$ cat src/rtl/mips_register_file_pkg.sv
// Shared sizing constants for the MIPS register file and its scoreboard.
package mips_register_file_pkg;

   localparam int unsigned NUM_REGS = 8;
   localparam int unsigned ADDR_W   = 3;
   localparam int unsigned DATA_W   = 32;

   // Architectural zero register; reads as 0 and never becomes pending.
   localparam logic [ADDR_W-1:0] ZERO_REG = '0;

   // True when an index names a writable register.
   function automatic logic is_real_reg(input logic [ADDR_W-1:0] idx);
      return idx != ZERO_REG;
   endfunction

endpackage

$ cat src/rtl/mips_register_file_reg_scoreboard.sv
// Pending-write scoreboard: one bit per register, set on issue and cleared on
// writeback. It also flags read operands that still wait on a producer.
// Ports:
//   clk, reset             clock, synchronous active-high reset
//   issue_valid, issue_reg instruction issuing with this destination
//   reg_write, write_reg   writeback retiring this destination
//   read_reg1, read_reg2   operand indices being read this cycle
//   pending                registered scoreboard vector
//   hazard                 combinational: an operand is still outstanding
module mips_register_file_reg_scoreboard
   import mips_register_file_pkg::*;
(
   input  logic                clk,
   input  logic                reset,
   input  logic                issue_valid,
   input  logic [ADDR_W-1:0]   issue_reg,
   input  logic                reg_write,
   input  logic [ADDR_W-1:0]   write_reg,
   input  logic [ADDR_W-1:0]   read_reg1,
   input  logic [ADDR_W-1:0]   read_reg2,
   output logic [NUM_REGS-1:0] pending,
   output logic                hazard
);

   logic [NUM_REGS-1:0] pending_nxt;
   logic                h1;
   logic                h2;

   // Next scoreboard: clear on writeback first so a same-cycle issue wins.
   always_comb begin
      pending_nxt = pending;
      if (reg_write && is_real_reg(write_reg)) begin
         pending_nxt[write_reg] = 1'b0;
      end
      if (issue_valid && is_real_reg(issue_reg)) begin
         pending_nxt[issue_reg] = 1'b1;
      end
      pending_nxt[ZERO_REG] = 1'b0;
   end

   // Scoreboard register.
   always_ff @(posedge clk) begin
      if (reset) begin
         pending <= '0;
      end else begin
         pending <= pending_nxt;
      end
   end

   // A writeback landing this cycle is bypassed, so it resolves the hazard.
   always_comb begin
      h1     = pending[read_reg1] & ~(reg_write & (write_reg == read_reg1));
      h2     = pending[read_reg2] & ~(reg_write & (write_reg == read_reg2));
      hazard = h1 | h2;
   end

endmodule

$ cat src/rtl/mips_register_file.sv
// 8 x 32-bit register file feeding the ALU operands. Two combinational read
// ports with write-first bypass, one synchronous writeback port, r0 fixed at 0,
// plus a pending-write scoreboard for issue stalls.
// Ports:
//   clk, reset                 clock, synchronous active-high reset
//   read_reg1/2, read_data1/2  operand read ports (zero latency)
//   hazard                     an operand read has an outstanding write
//   reg_write, write_reg,
//   write_data                 writeback port
//   issue_valid, issue_reg     destination of the instruction issuing now
//   pending                    scoreboard vector
module mips_register_file
   import mips_register_file_pkg::*;
(
   input  logic                clk,
   input  logic                reset,
   input  logic [ADDR_W-1:0]   read_reg1,
   input  logic [ADDR_W-1:0]   read_reg2,
   output logic [DATA_W-1:0]   read_data1,
   output logic [DATA_W-1:0]   read_data2,
   output logic                hazard,
   input  logic                reg_write,
   input  logic [ADDR_W-1:0]   write_reg,
   input  logic [DATA_W-1:0]   write_data,
   input  logic                issue_valid,
   input  logic [ADDR_W-1:0]   issue_reg,
   output logic [NUM_REGS-1:0] pending
);

   logic [DATA_W-1:0] regs [NUM_REGS];

   // Register storage; writes to r0 are dropped so it stays 0.
   always_ff @(posedge clk) begin
      if (reset) begin
         for (int unsigned i = 0; i < NUM_REGS; i++) begin
            regs[i] <= '0;
         end
      end else if (reg_write && is_real_reg(write_reg)) begin
         regs[write_reg] <= write_data;
      end
   end

   // Read port A: r0 forced to 0, then write-first bypass, then storage.
   always_comb begin
      if (!is_real_reg(read_reg1)) begin
         read_data1 = '0;
      end else if (reg_write && (write_reg == read_reg1)) begin
         read_data1 = write_data;
      end else begin
         read_data1 = regs[read_reg1];
      end
   end

   // Read port B: same rules as port A.
   always_comb begin
      if (!is_real_reg(read_reg2)) begin
         read_data2 = '0;
      end else if (reg_write && (write_reg == read_reg2)) begin
         read_data2 = write_data;
      end else begin
         read_data2 = regs[read_reg2];
      end
   end

   mips_register_file_reg_scoreboard u_scoreboard (
      .clk         (clk),
      .reset       (reset),
      .issue_valid (issue_valid),
      .issue_reg   (issue_reg),
      .reg_write   (reg_write),
      .write_reg   (write_reg),
      .read_reg1   (read_reg1),
      .read_reg2   (read_reg2),
      .pending     (pending),
      .hazard      (hazard)
   );

endmodule

$ cat config.mk
export PLATFORM = sky130hd
export DESIGN_NAME = mips_register_file
export DESIGN_NICKNAME = d
export VERILOG_FILES = /design/src/rtl/mips_register_file_pkg.sv /design/src/rtl/mips_register_file_reg_scoreboard.sv /design/src/rtl/mips_register_file.sv
export SDC_FILE = /design/constraint.sdc
export NUM_CORES = 1
export LEC_CHECK = 0
export ABC_AREA = 1
export CORE_UTILIZATION = 65
export CTS_BUF_LIST = sky130_fd_sc_hd__clkbuf_4 sky130_fd_sc_hd__clkbuf_8
export CTS_CLUSTER_DIAMETER = 60
export CTS_CLUSTER_SIZE = 14
export DETAILED_ROUTE_END_ITERATION = 6
export HOLD_SLACK_MARGIN = 0.08
export PLACE_DENSITY = 0.88
export SETUP_SLACK_MARGIN = 0.02
export SLEW_MARGIN = 10
export SYNTH_ARGS = -nofsm -noshare
export SYNTH_HDL_FRONTEND = slang
export SYNTH_SLANG_ARGS = --single-unit
export TNS_END_PERCENT = 30
$ cat constraint.sdc
create_clock -name clk -period 3.95 [get_ports clk]
set_input_delay 0.395 -clock clk [delete_from_list [all_inputs] [get_ports clk]]
set_output_delay 0.395 -clock clk [all_outputs]
set_load 0.01 [all_outputs]
==> results.ini <==
[status]
outcome = complete, no violations

[synthesis]
synth_area_per_cell_um2 = 7.09
synthMuxAreaShare_pct = 0
synth_top_family_by_area = simple AND/OR/NAND/NOR gates
synth_simple_gate_area_share_pct = 36.4
synth_warnings = 0
synth.cell_area_um2 = 14100
ys_types = 22
synth_fa_ha_area_share_pct = 0
synth_compound_area_share_pct = 4.76
synth-xor-area-share_pct = 0
synthesis.nets = 2039
syn_inst = 1991
synth_seq_area_share_pct = 48.7
synth_seq_cells = 231

[clock_tree]
cts_htree_levels = 1
clk_path_buf_depth = 3
cts_resized = 0
cts.sinks = 231
clock_latency_ps = 540
root_buffer = clkbuf_8
cts_buffers = 20
cts_setup_buffers = 0
clk_pin_slew_ps = 100
ctsHoldBuffers = 0
cts_tree = yes

[route]
first_iter_violations = 2159
wl_per_cell_um = 19.4
wl_mm = 45.4
dr.pass1.iters = 6
ant_nets = 0
drc = 0
viasPerCell = 6.05
num_vias = 14178

[timing]
tightestPinTransition_ps = 1060
rsz0062_at_grt = no
fin_tns_setup_ps = 0
relSlewSlack_pct = 28.9
worst_clock_skew_ps = 0
drv_slew = 0
finalHoldViolCount = 0
fmax_mhz = 290
finalSetupViolations = 0
min_period_over_period_pct = 87.4
min_period_ps = 3450
whs_ps = 477

[die]
ioPinCount = 121
initial_core_util_pct = 66.7
die_area_um2 = 22300
fp.coreArea_um2 = 21200
dieWidth_um = 149
fp.dieH_um = 149
num_rows = 53

[setup_path]
path_max_fanout = 17
crit_arrival_ps = 3060
cp_data_required_time_ps = 3560
path_class = in -> out
cp-start-kind = input pin
setup.worst_path.end_class = output port

[power]
cellPowerDensity_nw_per_um2 = 355
total_power_mw = 5.61
leakagePower_nw = 7.72
ir_drop_mv = 0.299

[cells_and_area]
nNetsFinal = 2104
final_cell_mix = 829 x nand2_1, 233 x nor2_1, 224 x edfxtp_1
drive_gt1_share_pct = 5.31
finalNonFillerCells = 2345
syn_to_final_growth_pct = 11.9
n_antenna_cell = 0
final_common_cell = nand2_1

[hold_path]
hp-class = in -> reg

[place]
io_buffers = 119
hpwl_mm = 27.1
dp_cells = 2309
gp_congestion = 0.960

[grt]
grt_overflow = 0
grt_pass1_wl_mm = 69.5
grt_usage_pct = 41.1
grt_pass1_vias = 13381
antenna_found_initial = 0
grt_max_degree = 49

[flow_run]
drv_cap = 0

final cells by class:
type / count / area, um^2
Multi-Input combinational cell: 1420 / 5820
Fill cell: 1611 / 5360
Tap cell: 275 / 344
Inverter: 215 / 807
Clock buffer: 35 / 394
Clock inverter: 1 / 5.00
Timing Repair Buffer: 168 / 1560
Sequential cell: 231 / 6870
worst max-delay path, cell delays in order:
cell             delay, ps
clkdlybuf4s50_1        500
nor2_2                 820
buf_4                  420
nand2_1                 90
nand2_1                 70
a21oi_1                 50
nand2_1                130
a21oi_1                 80
clkdlybuf4s50_1        500
synth_stat cells:
cell type | count | share of area, %
nand2_1 | 831 | 22
nor2_1 | 235 | 6.3
edfxtp_1 | 224 | 48
nand3_1 | 206 | 7.3
inv_1 | 176 | 4.7
a21oi_1 | 128 | 4.5
buf_2 | 74 | 2.6
clkinv_1 | 33 | 0.88
clkbuf_1 | 31 | 0.82
buf_4 | 9 | 0.48
dfxtp_1 | 7 | 0.99
buf_1 | 6 | 0.16
inv_2 | 6 | 0.16
buf_6 | 5 | 0.40
nor2_2 | 5 | 0.22
nor3_1 | 4 | 0.14
nor2_4 | 3 | 0.24
o21ai_0 | 3 | 0.11
nand2_2 | 2 | 0.089
conb_1 | 1 | 0.027
o211ai_1 | 1 | 0.053
o41ai_1 | 1 | 0.062
layer usage:
metal  up-vias  wire (um)  GRT usage [%]
li1       6354          -              -
met1      6283      15000           52.7
met2      1290      20500           66.2
met3       251       7410           6.61
met4         0       2570           23.5
met5         -          0              0
kinds of logic after synthesis:
family,Yosys count
compound gates,133
buf+inv,340
flops,231
other cells,1
simple gates,1286
path summary, 6_finish.rpt:
kind	start	endpoint	slack, ps	cells after the start
setup / recovery	read_reg2[2]	read_data2[31]	500	9
hold / removal	issue_valid	u_scoreboard.pending[1]	480	3
setup reg to reg	u_scoreboard.pending[4]	u_scoreboard.pending[4]	3180	2
hold reg to reg	u_scoreboard.pending[7]	u_scoreboard.pending[7]	540	2
power breakdown:
part	switching (mW)	internal [mW]
Combinational	0.812	0.450
Clock	0.828	0.629
Sequential	0.0536	2.84
flip-flops by register name (all words and copies together), names as in the netlist:
name,count
u_scoreboard.pending,7
regs,224
metrics by stage:
step | utilization [%] | cell area [um^2] | setup slack, ps
finish | 74.6 | 15800 | 497
global route | 74.6 | 15800 | 470
CTS | 74.6 | 15800 | 617
detailed placement | 72.8 | 15400 | 625
global placement | 72.8 | 15400 | 629
floorplan | - | 14100 | 1870
Power figures use the tool's default switching activity.
